### src/rtl/quad_encoder_if.sv
// Host-side bundle for the quadrature transmitter: delta strobe and controls in,
// A/B phases and accumulator status out.
interface quad_encoder_if #(
    parameter int DELTA_W = 9,
    parameter int ACC_W   = 12
);
    logic                      delta_valid;
    logic signed [DELTA_W-1:0] delta;
    logic                      enable;
    logic                      clear;
    logic                      A;
    logic                      B;
    logic                      busy;
    logic signed [ACC_W-1:0]   pending;
    logic                      ovf;

    modport master (
        output delta_valid, delta, enable, clear,
        input  A, B, busy, pending, ovf
    );

    modport slave (
        input  delta_valid, delta, enable, clear,
        output A, B, busy, pending, ovf
    );
endinterface

### src/rtl/quad_encoder.sv
// Quadrature transmitter: accumulates signed edge deltas and paces them out as
// Gray-coded A/B edges, one edge every STEP_DIV clocks.
module quad_encoder #(
    parameter int DELTA_W  = 9,
    parameter int ACC_W    = 12,
    parameter int STEP_DIV = 16
) (
    input  logic          clk,
    input  logic          reset_n,
    quad_encoder_if.slave bus
);
    localparam int TW  = $clog2(STEP_DIV);
    localparam int SW  = ((ACC_W > DELTA_W) ? ACC_W : DELTA_W) + 2;
    localparam int LIM = 2 ** (ACC_W - 1) - 1;

    localparam logic [TW-1:0]        TIMER_LAST = TW'(STEP_DIV - 1);
    localparam logic signed [SW-1:0] LIM_POS    = SW'(LIM);
    localparam logic signed [SW-1:0] LIM_NEG    = SW'(-LIM);

    logic signed [ACC_W-1:0] acc_reg, acc_next;
    logic [TW-1:0]           timer_reg, timer_next;
    logic                    a_reg, a_next;
    logic                    b_reg, b_next;
    logic                    busy_reg, busy_next;
    logic                    ovf_reg, ovf_next;

    logic                    acc_nz;
    logic                    step_due;
    logic                    step_neg;
    logic signed [SW-1:0]    add_term;
    logic signed [SW-1:0]    step_term;
    logic signed [SW-1:0]    sum;

    always_comb begin
        acc_nz     = (acc_reg != '0);
        step_due   = bus.enable && acc_nz && (timer_reg == TIMER_LAST);
        step_neg   = acc_reg[ACC_W-1];
        add_term   = bus.delta_valid ? SW'(bus.delta) : '0;
        step_term  = '0;
        if (step_due) begin
            step_term = step_neg ? {SW{1'b1}} : SW'(1);
        end
        sum        = SW'(acc_reg) + add_term - step_term;

        // Saturate symmetrically so the most-negative code never appears.
        acc_next   = sum[ACC_W-1:0];
        ovf_next   = 1'b0;
        if (sum > LIM_POS) begin
            acc_next = ACC_W'(LIM);
            ovf_next = 1'b1;
        end else if (sum < LIM_NEG) begin
            acc_next = ACC_W'(-LIM);
            ovf_next = 1'b1;
        end

        timer_next = '0;
        if (bus.enable && acc_nz && !step_due) begin
            timer_next = timer_reg + TW'(1);
        end

        // Forward walks 00->10->11->01; reverse walks it backwards.
        a_next     = a_reg;
        b_next     = b_reg;
        if (step_due) begin
            if (step_neg) begin
                a_next = b_reg;
                b_next = ~a_reg;
            end else begin
                a_next = ~b_reg;
                b_next = a_reg;
            end
        end

        if (bus.clear) begin
            acc_next   = '0;
            timer_next = '0;
            ovf_next   = 1'b0;
            a_next     = a_reg;
            b_next     = b_reg;
        end

        busy_next  = (acc_next != '0);
    end

    always_ff @(posedge clk or negedge reset_n) begin
        if (!reset_n) begin
            acc_reg   <= '0;
            timer_reg <= '0;
            a_reg     <= 1'b0;
            b_reg     <= 1'b0;
            busy_reg  <= 1'b0;
            ovf_reg   <= 1'b0;
        end else begin
            acc_reg   <= acc_next;
            timer_reg <= timer_next;
            a_reg     <= a_next;
            b_reg     <= b_next;
            busy_reg  <= busy_next;
            ovf_reg   <= ovf_next;
        end
    end

    assign bus.A       = a_reg;
    assign bus.B       = b_reg;
    assign bus.busy    = busy_reg;
    assign bus.pending = acc_reg;
    assign bus.ovf     = ovf_reg;
endmodule

### src/flat_wrapper.sv
// flat-port wrapper written by rule: the top's interface ports become plain ports
module quad_encoder_flat 
#(
    parameter int DELTA_W  = 9,
    parameter int ACC_W    = 12,
    parameter int STEP_DIV = 16
)
  (clk, reset_n, bus_delta_valid, bus_delta, bus_enable, bus_clear, bus_A, bus_B, bus_busy, bus_pending, bus_ovf);
  quad_encoder_if #(.DELTA_W(DELTA_W), .ACC_W(ACC_W)) bus_i ();
  input  logic clk;
  input  logic reset_n;
  input wire logic [$bits(bus_i.delta_valid)-1:0] bus_delta_valid;
  input wire logic [$bits(bus_i.delta)-1:0] bus_delta;
  input wire logic [$bits(bus_i.enable)-1:0] bus_enable;
  input wire logic [$bits(bus_i.clear)-1:0] bus_clear;
  output wire logic [$bits(bus_i.A)-1:0] bus_A;
  output wire logic [$bits(bus_i.B)-1:0] bus_B;
  output wire logic [$bits(bus_i.busy)-1:0] bus_busy;
  output wire logic [$bits(bus_i.pending)-1:0] bus_pending;
  output wire logic [$bits(bus_i.ovf)-1:0] bus_ovf;
  assign bus_i.delta_valid = bus_delta_valid;
  assign bus_i.delta = bus_delta;
  assign bus_i.enable = bus_enable;
  assign bus_i.clear = bus_clear;
  assign bus_A = bus_i.A;
  assign bus_B = bus_i.B;
  assign bus_busy = bus_i.busy;
  assign bus_pending = bus_i.pending;
  assign bus_ovf = bus_i.ovf;
  quad_encoder #(.DELTA_W(DELTA_W), .ACC_W(ACC_W), .STEP_DIV(STEP_DIV)) u_core (.clk(clk), .reset_n(reset_n), .bus(bus_i));
endmodule
### config.mk
export PLATFORM = sky130hd
export DESIGN_NAME = quad_encoder_flat
export DESIGN_NICKNAME = d
export VERILOG_FILES = /design/src/rtl/quad_encoder_if.sv /design/src/rtl/quad_encoder.sv /design/src/flat_wrapper.sv
export SDC_FILE = /design/constraint.sdc
export NUM_CORES = 1
export LEC_CHECK = 0
export BUFFER_PORTS_ARGS = -buffer_cell sky130_fd_sc_hd__buf_2
export CORE_ASPECT_RATIO = 1.5
export CORE_MARGIN = 5
export CORE_UTILIZATION = 55
export DETAILED_ROUTE_END_ITERATION = 6
export GPL_TIMING_DRIVEN = 0
export PLACE_DENSITY = 0.77
export SLEW_MARGIN = 20
export SYNTH_ARGS = -nofsm -noshare
export SYNTH_HDL_FRONTEND = slang
export SYNTH_SLANG_ARGS = --single-unit
### constraint.sdc
create_clock -name clk -period 4.9 [get_ports clk]
set_input_delay 0.245 -clock clk [delete_from_list [all_inputs] [get_ports clk]]
set_output_delay 0.245 -clock clk [all_outputs]
set_load 0.05 [all_outputs]
# Word level (Yosys, flattened, before mapping)
# Cells that the tools add are included.
dict set report totals {
  reg_bits 20
}
dict set report classes {
  addsub 3
  magnitude_cmp 2
  n_eq_ne 1
  muxes 13
  n_bitwise 3
  n_reduce_logical 7
}
# op count
set op_table {}
lappend op_table {{2-to-1 mux 14 bit} 3}
lappend op_table {{2-to-1 mux 12 bit} 3}
lappend op_table {{nonzero test 12 bit} 2}
lappend op_table {{adder 12 x 14 -> 14 bit} 1}
lappend op_table {{> comparator 14 x 12 -> 1 bit, second input constant} 1}
lappend op_table {{less-than comparator 14 x 12 -> 1 bit, second input constant} 1}
lappend op_table {{subtractor 14 bit} 1}
lappend op_table {{2-to-1 mux 4 bit} 2}
lappend op_table {{2-to-1 mux 1 bit} 5}
lappend op_table {{adder 4 x 1 -> 4 bit, second input constant} 1}
lappend op_table {{== test 4 bit, second input constant} 1}
lappend op_table {{logical AND 1 bit} 3}
lappend op_table {{inverter 1 bit} 3}
lappend op_table {{AND reduction 2 bit} 1}
lappend op_table {{zero test 1 bit} 1}

# Logic depth before layout (Yosys ltp)
# Gate-level depths: netlist (run 1).
dict set report depth {
  word_depth 10
  mapped_depth 18
  ltp_nobuf 16
}

# Least setup slack after synthesis (run 1)
# OpenSTA, ideal clock, no wires.
dict set report synth_path {
  path_kind {flip-flop to flip-flop}
  from {register u_core.acc_reg[11], in the netlist u_core.bus.pending[11]}
  to {register u_core.acc_reg[10], in the netlist u_core.bus.pending[10]}
  setup_time_ps 139
  t_arrival_ps 4270
  path_slack_ps 491
  stages_incl_launch_ff 18
  cell_sequence {dfrtp_1 > nor4_1 > nand3_1 > nand2_1 > nor2_1 > nand2_1 > inv_1 > fa_1 > inv_1 > ha_1 > a211oi_2 > nor2_1 > o311a_1 > or4_4 > a211oi_4 > or3_1 > buf_6 > o311ai_1}
}
dict set report synth_between {
  elab_chain_len 9
  elab_cells_between_ends 12
  classes_between {add/sub: 2; order compare: 2; mux: 5; reduce/logical: 3}
}
# element line
set synth_rtl {}
lappend synth_rtl {{start: declaration} quad_encoder.sv:20} ;# logic signed [ACC_W-1:0] acc_reg, acc_next;
lappend synth_rtl {{start signal: assignment} quad_encoder.sv:94} ;# acc_reg <= acc_next;
lappend synth_rtl {{parallel branches: the longest is 4 deep, another holds adder 12 x 14 -> 14 bit} -}
lappend synth_rtl {{subtractor 14 bit (*)} quad_encoder.sv:43} ;# sum = SW'(acc_reg) + add_term - step_term;
lappend synth_rtl {{less-than comparator 14 x 12 -> 1 bit} quad_encoder.sv:51} ;# end else if (sum < LIM_NEG) begin
lappend synth_rtl {{2-to-1 mux 12 bit} quad_encoder.sv:51}
lappend synth_rtl {{2-to-1 mux 12 bit (*)} quad_encoder.sv:48} ;# if (sum > LIM_POS) begin
lappend synth_rtl {{2-to-1 mux 12 bit (*)} quad_encoder.sv:74} ;# if (bus.clear) begin
lappend synth_rtl {{via u_core.acc_next[10]} quad_encoder.sv:20}
# Mark *: on every way through the listed nets, which the timed path passes.
# A chain may end at the register's enable or synchronous reset.

# Final worst setup path (run 1)
dict set report layout_path {
  from {register u_core.acc_reg[5], in the netlist u_core.bus.pending[5]}
  to {register u_core.acc_reg[1], in the netlist u_core.bus.pending[1]}
}
# Same word-level chain as after synthesis.

==> results of run 1 <==
[cells in the mapped netlist (2+ instances only)]
master,n,area [µm²]
o211ai_1,2,15.0
a211oi_1,3,22.5
xor2_1,6,52.6
a21oi_1,10,50.1
a21boi_1,2,15.0
ha_1,15,188
o21a_1,2,15.0
nand3_1,6,30.0
o31ai_1,2,15.0
or3_1,7,43.8
o21ba_1,2,20.0
a311oi_1,3,26.3
and3_1,2,12.5
a31oi_1,4,25.0
nor2b_1,2,12.5
o21ai_1,2,10.0
inv_1,40,150
buf_2,2,10.0
o21bai_1,2,15.0
nor4_1,5,31.3
a21o_1,3,22.5
nor2_1,15,56.3
nor3b_1,2,15.0
clkbuf_1,6,22.5
and2_1,4,25.0
o311ai_1,5,43.8
nor3_1,3,15.0
xnor2_1,7,61.3
fa_1,12,240
dfrtp_1,20,500
nand4_1,2,12.5
a211o_1,2,17.5
nand2_1,20,75.1
o21ai_0,5,25.0
nand2b_1,4,25.0
[cell families after synthesis]
kind of cell	share of synthesized area [%]
flops	23.6
xor+xnor	5.38
compound gates	22.4
buf+inv	9.16
fa+ha+maj	20.2
mux	0.532
simple gates	18.7
[through the flow]
step                utilization, %  setup slack, ns  cells  hold slack, ns
finish                        65.6            0.304    327           0.292
global route                  65.6           0.0466    327           0.291
CTS                           64.4            0.102    325           0.287
detailed placement            62.2           0.0810    320           0.214
global placement              62.2            0.132    320           0.205
floorplan                        -            0.491    249         -0.0506
[critical path, cell delays in order, from the launching register on]
cell        delay [ns]
dfrtp_1           0.41
nor4_1            0.38
nand3_1           0.12
nand2_1           0.14
nor2_1            0.09
nand2_1           0.16
clkinvlp_4        0.14
buf_12            0.15
fa_1              0.50
inv_1             0.04
ha_1              0.38
a211oi_2          0.25
nor2_1            0.12
o311a_1           0.34
or4_4             0.51
a211oi_4          0.33
or3_1             0.18
buf_6             0.13
o311ai_1          0.10
[cell type report]
type                            count  area (µm²)  share of cell area (%)
Multi-Input combinational cell    180        1440                    58.9
Clock inverter                      1        30.0                    1.23
Clock buffer                        3        41.3                    1.69
Timing Repair Buffer               31         178                    7.29
Tap cell                           43        53.8                    2.21
Inverter                           40         154                    6.31
Buffer                              9        43.8                    1.80
Sequential cell                    20         500                    20.5
[repair_timing]
item,4_1_cts,5_1_grt
buffers inserted,0,2
setup endpoints to repair,1,13
gates resized for setup,1,3
hold endpoints to repair,20,0
hold buffers,1,0
[layer usage]
layer	up-vias	GRT usage, %	part of all wire, %
li1	937	-	-
met1	918	25.8	40
met2	42	39.5	55
met3	14	1.20	2.6
met4	0	7.89	2.6
met5	-	0	0
[worst paths after layout]
check / slack (ns) / from / endpoint
worst min register to register: 0.46 / u_core.timer_reg[0] / u_core.timer_reg[0]
min in group asynchronous: 0.48 / reset_n / u_core.bus.pending[7]
worst max-delay path: 0.30 / u_core.bus.pending[5] / u_core.bus.pending[1]
worst max register to register: 0.30 / u_core.bus.pending[5] / u_core.bus.pending[1]
worst min-delay path: 0.29 / bus_enable / u_core.timer_reg[2]
max in group asynchronous: 4.10 / reset_n / u_core.bus.pending[3]
==> results.rst, run 1 <==
.. list-table::
   :header-rows: 1

   * - Metric
     - Value
   * - R2r worst-path depth
     - 18
   * - Post-route antenna net violation count
     - 0
   * - Post-synthesis cell count
     - 249
   * - Latest clock arrival within the worst-skew pair
     - 0.25 ns
   * - Number of flip-flops and latches in the synthesized netlist
     - 20
   * - Post-layout min period
     - 4.60 ns
   * - Sequential-to-total area share from yosys stat
     - 23.6%
   * - Total number of yosys warnings
     - 0
   * - Worst hold path type
     - in2reg
   * - Unrepaired setup endpoints after global routing
     - no
   * - Clock H-tree levels
     - 1
   * - Sink count of the clock tree
     - 20
   * - Total setup violations reported at the end of the flow
     - 0
   * - Core Region
     - 0.00372 mm²
   * - CTS tree
     - done
   * - Mean instance size in the synthesized netlist
     - 8.51 µm²
   * - Number of CTS-inserted buffers
     - 3
   * - Full die area
     - 0.00522 mm²
   * - Number of synthesized flops with an enable pin
     - 0
   * - First-pass iteration count of the detailed router
     - 4
   * - Post-detailed-route via-to-cell ratio
     - 5.84
   * - Fraction of registers with async set or reset after synthesis
     - 100%
   * - Result of the run
     - finished clean
   * - Initial Util
     - 57.0%
   * - Commonest non-fill, non-tap cell in the layout
     - inv_1
   * - Vias in the first global route
     - 1960
   * - Count of max-cap constraint violations
     - 0
   * - Summed instance area of the synthesized netlist
     - 0.00212 mm²
   * - Worst Tran Pin Value
     - 0.453 ns
   * - Die boundary height
     - 86.0 µm
   * - Clock-pin transition on the worst setup and hold timing paths
     - 0.08 ns
   * - Largest fanout on the critical path
     - 8
   * - Tightest slew margin relative to the limit
     - 69.6%
   * - Fraction of layout instances using a drive strength above 1
     - 16.5%
   * - CP Data Required Time
     - 5.02 ns
   * - GP Congestion
     - 0.971
   * - Die Wd
     - 60.7 µm
   * - Startpoint-to-endpoint class of the critical path
     - reg2reg
   * - Via count
     - 1911
   * - Antenna violations before repair
     - 0
   * - Most frequently used flop master after synthesis
     - dfrtp_1
   * - DP HPWL
     - 4160 µm
   * - Routed wirelength normalized by instance count
     - 15.7 µm
   * - Design area
     - 0.00244 mm²
   * - N_diodes
     - 0
   * - Count of fill cells added during filler insertion
     - 336
   * - Worst hold stages
     - 3
   * - Setup TNS
     - 0 ns
   * - Kind of end point of the critical path
     - flip-flop
   * - Most frequent cells in the layout
     - 39 x inv_1, 30 x buf_2, 20 x nand2_1, 20 x dfrtp_1
   * - Maximum number of pins on one net before global-route repair
     - 21
   * - Kind of start point of the critical path
     - flip-flop
   * - GRT Resource Usage Total
     - 21.7%
   * - First-pass GRT wire length
     - 8890 µm
   * - Placed cell area
     - 0.00231 mm²
   * - Fmax
     - 218 MHz
   * - Total count of hold-check failures in the final report
     - 0
   * - Number of flip-flops under the largest register name
     - 12
   * - Number of slew-limit violations in the final report
     - 0
   * - Standard-cell row count
     - 27
   * - Post-route DRC
     - 0
   * - CTS root buffer
     - clkbuf_8
   * - Number of library cell types mapped by synthesis
     - 55
   * - Data arrival time of the worst path
     - 4.71 ns
   * - Drt initial violations
     - 57
   * - Total Wirelength
     - 5150 µm
   * - Clk buf depth
     - 2
   * - Final period utilization
     - 93.8%
   * - Ports
     - 30
   * - Post-Route Skew
     - 0.00719 ns
   * - Final net count
     - 326
   * - Number of buffers added on ports
     - 28
   * - Syn nets
     - 290
   * - Total grt overflow
     - 0
   * - Layout-stage area growth over the synthesis result
     - 15.1%
Power of run 1 is not shown: default switching activity piles up to over one toggle a cycle in this logic, so the estimate is an artifact.
==> inputs of run 2 (changes only) <==
--- a/config.mk
+++ b/config.mk
@@ -12,6 +12,7 @@
 export DETAILED_ROUTE_END_ITERATION = 6
 export GPL_TIMING_DRIVEN = 0
 export PLACE_DENSITY = 0.77
+export SETUP_SLACK_MARGIN = 0.4
 export SLEW_MARGIN = 20
 export SYNTH_ARGS = -nofsm -noshare
 export SYNTH_HDL_FRONTEND = slang
==> results.rst, run 2 (same netlist as run 1, synthesis figures left out) <==
.. list-table::
   :header-rows: 1

   * - Metric
     - Value
   * - Number of CTS-inserted buffers
     - 3 (unchanged)
   * - Tightest slew margin relative to the limit
     - 69.6% (about the same)
   * - Finished Core Util
     - 68.1% (+2.5 points)
   * - Total grt overflow
     - 0 (unchanged)
   * - Vias in the first global route
     - 1988 (+1.4%)
   * - Full die area
     - 0.00522 mm² (unchanged)
   * - Most frequent cells in the layout
     - 39 x inv_1, 29 x buf_2, 19 x dfrtp_1
   * - Unrepaired setup endpoints after global routing
     - no
   * - Worst setup slack for register-to-register paths
     - 0.59 ns (+0.29 ns)
   * - Routed wirelength normalized by instance count
     - 15.8 µm (+0.22%)
   * - Setup TNS
     - 0 ns (unchanged)
   * - Total count of hold-check failures in the final report
     - 0 (unchanged)
   * - Via count
     - 1950 (+2.0%)
   * - Kind of start point of the critical path
     - flip-flop
   * - Largest fanout on the critical path
     - 9 (+1)
   * - Number of slew-limit violations in the final report
     - 0 (unchanged)
   * - Total setup violations reported at the end of the flow
     - 0 (unchanged)
   * - Cell family with the largest share of critical-path delay
     - simple AND/OR/NAND/NOR gates
   * - Post-route antenna net violation count
     - 0 (unchanged)
   * - Clk buf depth
     - 2 (unchanged)
   * - N_diodes
     - 0 (unchanged)
   * - GP Congestion
     - 0.971 (unchanged)
   * - Slowest library cell on the worst path
     - or4_4
   * - Startpoint-to-endpoint class of the critical path
     - reg2reg
   * - Drt initial violations
     - 59 (+3.5%)
   * - Worst Tran Pin Value
     - 0.456 ns (+0.00343 ns)
   * - CP Data Required Time
     - 5.04 ns (+0.02 ns)
   * - DP HPWL
     - 4160 µm (unchanged)
   * - Post-detailed-route via-to-cell ratio
     - 5.86 (+0.20%)
   * - Worst hold path type
     - in2reg
   * - Cell-by-cell trace of the critical path
     - nor4_2, nand3_1, nand2_2, nor2_1, nand2_2, clkinvlp_4, buf_12, fa_1, inv_1, ha_1, a211oi_2, nor2_2, o311a_1, or4_4, a211oi_4, buf_4, nor2_1, o21ba_1
   * - Clock H-tree levels
     - 1 (unchanged)
   * - Result of the run
     - finished clean
   * - First-pass GRT wire length
     - 8980 µm (+1.0%)
   * - Post-Route Skew
     - 0.00613 ns (-0.00106 ns)
   * - Maximum number of pins on one net before global-route repair
     - 21 (unchanged)
   * - Post-route DRC
     - 0 (unchanged)
   * - First-pass iteration count of the detailed router
     - 4 (unchanged)
   * - CTS tree
     - done
   * - Number of flip-flops under the largest register name
     - 12 (unchanged)
   * - Count of fill cells added during filler insertion
     - 322 (-4.2%)
   * - Fmax
     - 232 MHz (+6.7%)
   * - Post-layout min period
     - 4.31 ns (-0.287 ns)
   * - Fraction of layout instances using a drive strength above 1
     - 22.4% (+5.9 points)
   * - Kind of end point of the critical path
     - flip-flop
   * - Maximum single-stage delay on the critical path
     - 0.52 ns (about the same)
   * - Count of max-cap constraint violations
     - 0 (unchanged)
   * - CP Buf/Inv Count
     - 4 (unchanged)
   * - Initial Util
     - 57.0% (unchanged)
   * - Sink count of the clock tree
     - 20 (unchanged)
   * - Die Wd
     - 60.7 µm (unchanged)
   * - Total Wirelength
     - 5250 µm (+2.1%)
   * - Ports
     - 30 (unchanged)
   * - Final period utilization
     - 87.9% (-5.9 points)
   * - Core Region
     - 0.00372 mm² (unchanged)
   * - Final net count
     - 332 (+1.8%)
   * - Clock-pin transition on the worst setup and hold timing paths
     - 0.08 ns (about the same)
   * - GRT Resource Usage Total
     - 22.0% (+0.24 points)
   * - CTS root buffer
     - clkbuf_8
   * - Latest clock arrival within the worst-skew pair
     - 0.26 ns (about the same)
   * - Antenna violations before repair
     - 0 (unchanged)
   * - Number of buffers added on ports
     - 28 (unchanged)
   * - Layout-stage area growth over the synthesis result
     - 19.4%
   * - Standard-cell row count
     - 27 (unchanged)
   * - Die boundary height
     - 86.0 µm (unchanged)
   * - Commonest non-fill, non-tap cell in the layout
     - inv_1
   * - Data arrival time of the worst path
     - 4.45 ns (-0.26 ns)
run 2: what timing repair did:
item	4_1_cts	5_1_grt
pin swaps	1	3
hold buffers	1	0
gates resized for setup	5	17
hold endpoints to repair	20	0
setup buffers	3	5
setup endpoints to repair	13	13
run 2: layout make-up:
cell class              instances  area [µm²]  share of cell area, %
repair buffers                 37         223                   8.80
clock buffers                   3        41.3                   1.63
multi-input cells             180        1480                   58.4
plain buffers                   9        50.0                   1.98
well taps                      43        53.8                   2.13
inverters                      40         154                   6.08
flip-flops and latches         20         502                   19.8
clock inverters                 1        30.0                   1.19
run 2: worst paths after layout:
kind / start / end / depth (start not counted)
worst max-delay path: u_core.bus.pending[6] / u_core.bus.pending[6] / 18
worst min-delay path: bus_enable / u_core.timer_reg[2] / 3
worst max register to register: u_core.bus.pending[6] / u_core.bus.pending[6] / 18
worst min register to register: u_core.timer_reg[0] / u_core.timer_reg[0] / 1
max in group asynchronous: reset_n / u_core.bus.pending[11] / 2
min in group asynchronous: reset_n / u_core.bus.pending[7] / 2
run 2: worst register-to-register path: cells and delay by family, from the launching register on:
kind,cells,cell delay (ns)
fa+ha+maj,2,0.78
flops,1,0.42
compound gates,4,1.09
buf+inv,4,0.47
simple gates,8,1.43
run 2: metal layers:
layer	global-route usage, %	share of wire [%]	up-vias	wire, µm
li1	-	-	950	-
met1	25.8	40	937	2090
met2	39.5	54	47	2840
met3	1.51	2.7	16	141
met4	9.27	3.3	0	172
met5	0	0	-	0
run 2: through the flow:
stage | worst slack [ns] | instances | hold slack, ns | cell area [µm²]
floorplan | 0.491 | 249 | -0.0506 | 2120
global placement | 0.132 | 320 | 0.205 | 2310
detailed placement | 0.0810 | 320 | 0.214 | 2310
CTS | 0.357 | 328 | 0.287 | 2450
global route | 0.408 | 333 | 0.248 | 2530
finish | 0.591 | 333 | 0.255 | 2530
Power of run 2 is left out for the same reason.
==> inputs of run 3 (changes only) <==
--- a/config.mk
+++ b/config.mk
@@ -6,12 +6,15 @@
 export NUM_CORES = 1
 export LEC_CHECK = 0
 export BUFFER_PORTS_ARGS = -buffer_cell sky130_fd_sc_hd__buf_2
+export CELL_PAD_IN_SITES_DETAIL_PLACEMENT = 0
+export CELL_PAD_IN_SITES_GLOBAL_PLACEMENT = 1
 export CORE_ASPECT_RATIO = 1.5
 export CORE_MARGIN = 5
-export CORE_UTILIZATION = 55
+export CORE_UTILIZATION = 44
+export CTS_CLUSTER_DIAMETER = 120
 export DETAILED_ROUTE_END_ITERATION = 6
 export GPL_TIMING_DRIVEN = 0
-export PLACE_DENSITY = 0.77
+export PLACE_DENSITY_LB_ADDON = 0.1
 export SETUP_SLACK_MARGIN = 0.4
 export SLEW_MARGIN = 20
 export SYNTH_ARGS = -nofsm -noshare
==> constraint.sdc (replaced) <==
create_clock -name clk -period 4.9 [get_ports clk]
set_input_delay 0.735 -clock clk [delete_from_list [all_inputs] [get_ports clk]]
set_output_delay 0.735 -clock clk [all_outputs]
set_load 0.05 [all_outputs]
==> results.rst, run 3 (same netlist as run 1, synthesis figures left out) <==
.. list-table::
   :header-rows: 1

   * - Metric
     - Value
   * - Result of the run
     - finished clean
   * - Latest clock arrival within the worst-skew pair
     - 0.26 ns (about the same)
   * - Area occupied by multi-input gates
     - 0.00152 mm² (+3.1%)
   * - Critical path's most frequent cell
     - nand2_2
   * - Post-route DRC
     - 0 (unchanged)
   * - Clk buf depth
     - 2 (unchanged)
   * - Ports
     - 30 (unchanged)
   * - GP Congestion
     - 0.784 (-19%)
   * - Sequential Area
     - 502 µm² (unchanged)
   * - Count of fill cells added during filler insertion
     - 464 (+44%)
   * - Full die area
     - 0.00633 mm² (+21%)
   * - Fmax
     - 234 MHz (+0.79%)
   * - Number of CTS-inserted buffers
     - 3 (unchanged)
   * - Number of slew-limit violations in the final report
     - 0 (unchanged)
   * - First-pass GRT wire length
     - 8800 µm (-2.0%)
   * - Cell family with the largest share of critical-path delay
     - simple AND/OR/NAND/NOR gates
   * - Layout-stage area growth over the synthesis result
     - 23.5%
   * - Sink count of the clock tree
     - 20 (unchanged)
   * - Post-detailed-route via-to-cell ratio
     - 5.25 (-10%)
   * - GRT Resource Usage Total
     - 18.2% (-3.8 points)
   * - Number of buffers added on ports
     - 28 (unchanged)
   * - Worst reg2reg path startpoint
     - u_core.bus.pending[9]
   * - Total setup violations reported at the end of the flow
     - 0 (unchanged)
   * - Via count
     - 1901 (-2.5%)
   * - Routed wirelength normalized by instance count
     - 14.9 µm (-5.6%)
   * - Die boundary height
     - 95.0 µm (+10%)
   * - Fraction of layout instances using a drive strength above 1
     - 25.3% (+2.9 points)
   * - Vias in the first global route
     - 1773 (-11%)
   * - Number of flip-flops under the largest register name
     - 12 (unchanged)
   * - Worst hold margin
     - 0.414 ns (+0.160 ns)
   * - CTS root buffer
     - clkbuf_8
   * - Maximum single-stage delay on the critical path
     - 0.55 ns (+0.03 ns)
   * - Worst setup slack for register-to-register paths
     - 0.62 ns (+0.03 ns)
   * - Kind of end point of the critical path
     - flip-flop
   * - Worst hold path type
     - in2async
   * - Commonest non-fill, non-tap cell in the layout
     - inv_1
   * - Clock-pin transition on the worst setup and hold timing paths
     - 0.07 ns (about the same)
   * - Post-route antenna net violation count
     - 0 (unchanged)
   * - Post-layout min period
     - 4.28 ns (-0.0339 ns)
   * - Total grt overflow
     - 0 (unchanged)
   * - Maximum number of pins on one net before global-route repair
     - 21 (unchanged)
   * - Initial Util
     - 44.4% (-13 points)
   * - Data arrival time of the worst path
     - 4.39 ns (-0.06 ns)
   * - Kind of start point of the critical path
     - flip-flop
   * - Total Wirelength
     - 5390 µm (+2.6%)
   * - DP HPWL
     - 4290 µm (+3.1%)
   * - Total count of hold-check failures in the final report
     - 0 (unchanged)
   * - Worst Tran Pin Value
     - 0.453 ns (-0.00312 ns)
   * - Drt initial violations
     - 68 (+15%)
   * - Tightest slew margin relative to the limit
     - 69.8% (+0.21 points)
   * - Final net count
     - 339 (+2.1%)
   * - CTS tree
     - done
   * - Cell-by-cell trace of the critical path
     - nor4_2, nand3_1, nand2_2, nor2_1, nand2_2, clkinvlp_4, buf_4, fa_1, inv_1, ha_4, a211oi_2, nor2_2, o311a_1, or4_4, a211oi_4, or3_1, buf_6, o311ai_1
   * - Slowest library cell on the worst path
     - or4_4
   * - Final period utilization
     - 87.2% (-0.69 points)
   * - First-pass iteration count of the detailed router
     - 4 (unchanged)
   * - Antenna violations before repair
     - 0 (unchanged)
   * - Largest fanout on the critical path
     - 8 (-1)
   * - Unrepaired setup endpoints after global routing
     - yes
   * - Post-Route Skew
     - 0.00246 ns (-0.00368 ns)
   * - Core Region
     - 0.00477 mm² (+28%)
   * - Most frequent cells in the layout
     - 39 x inv_1, 29 x buf_2, 19 x dfrtp_1
   * - Count of max-cap constraint violations
     - 0 (unchanged)
   * - CP Buf/Inv Count
     - 4 (unchanged)
   * - CP Data Required Time
     - 5.02 ns (-0.02 ns)
   * - Capture point of the worst reg-to-reg path
     - u_core.bus.pending[4]
   * - Die Wd
     - 66.7 µm (+9.9%)
   * - Clock H-tree levels
     - 1 (unchanged)
   * - Startpoint-to-endpoint class of the critical path
     - reg2reg
   * - Standard-cell row count
     - 31 (+15%)
   * - R2r worst-path depth
     - 18 (unchanged)
   * - N_diodes
     - 0 (unchanged)
[run 3: worst max path at each step]
stage | startpoint | to | slack (ns) | depth (start not counted)
finish | u_core.bus.pending[9] | u_core.bus.pending[4] | 0.62 | 18
global route | u_core.bus.pending[8] | u_core.bus.pending[9] | 0.36 | 18
CTS | u_core.bus.pending[11] | u_core.bus.pending[9] | 0.43 | 19
detailed placement | bus_enable | u_core.bus.busy | -0.003 | 15
global placement | bus_enable | u_core.bus.busy | -0.05 | 15
floorplan | u_core.bus.pending[11] | u_core.bus.pending[10] | 0.49 | 17
[run 3: cell type report]
class	instances	area share (%)
plain buffers	9	2.06
repair buffers	44	9.95
inverters	40	5.88
well taps	66	3.16
flip-flops and latches	20	19.2
clock buffers	3	1.58
multi-input cells	180	58.2
[run 3: timing repair]
item,CTS,global route
setup endpoints to repair,13,13
buffers inserted,6,10
hold buffers,0,0
gates resized for setup,4,26
pin swaps,1,11
[run 3: worst register-to-register path, cell delays in order, from the launching register on]
cell        delay, ns
dfrtp_1          0.43
nor4_2           0.26
nand3_1          0.12
nand2_2          0.09
nor2_1           0.07
nand2_2          0.11
clkinvlp_4       0.10
buf_4            0.17
fa_1             0.51
inv_1            0.06
ha_4             0.27
a211oi_2         0.21
nor2_2           0.08
o311a_1          0.38
or4_4            0.55
a211oi_4         0.30
or3_1            0.17
buf_6            0.13
o311ai_1         0.11
[run 3: per-layer routing]
| layer | routed length, µm | track usage, % | vias up |
|---|---|---|---|
| li1 | - | - | 963 |
| met1 | 2340 | 23.9 | 901 |
| met2 | 2860 | 32.6 | 33 |
| met3 | 164 | 1.07 | 4 |
| met4 | 31 | 3.39 | 0 |
| met5 | 0 | 0 | - |
[run 3: metrics by stage]
step	cell area (µm²)	TNS [ns]	instances	util, %	setup WS [ns]
6_report	2620	0	362	54.8	0.625
5_1_grt	2620	0	362	54.8	0.362
4_1_cts	2440	0	352	51.2	0.434
3_5_place_dp	2340	-0.00264	343	49.1	-0.00264
3_3_place_gp	2340	-0.0479	343	49.1	-0.0479
2_1_floorplan	2120	0	249	-	0.491
Power of run 3 is left out for the same reason.
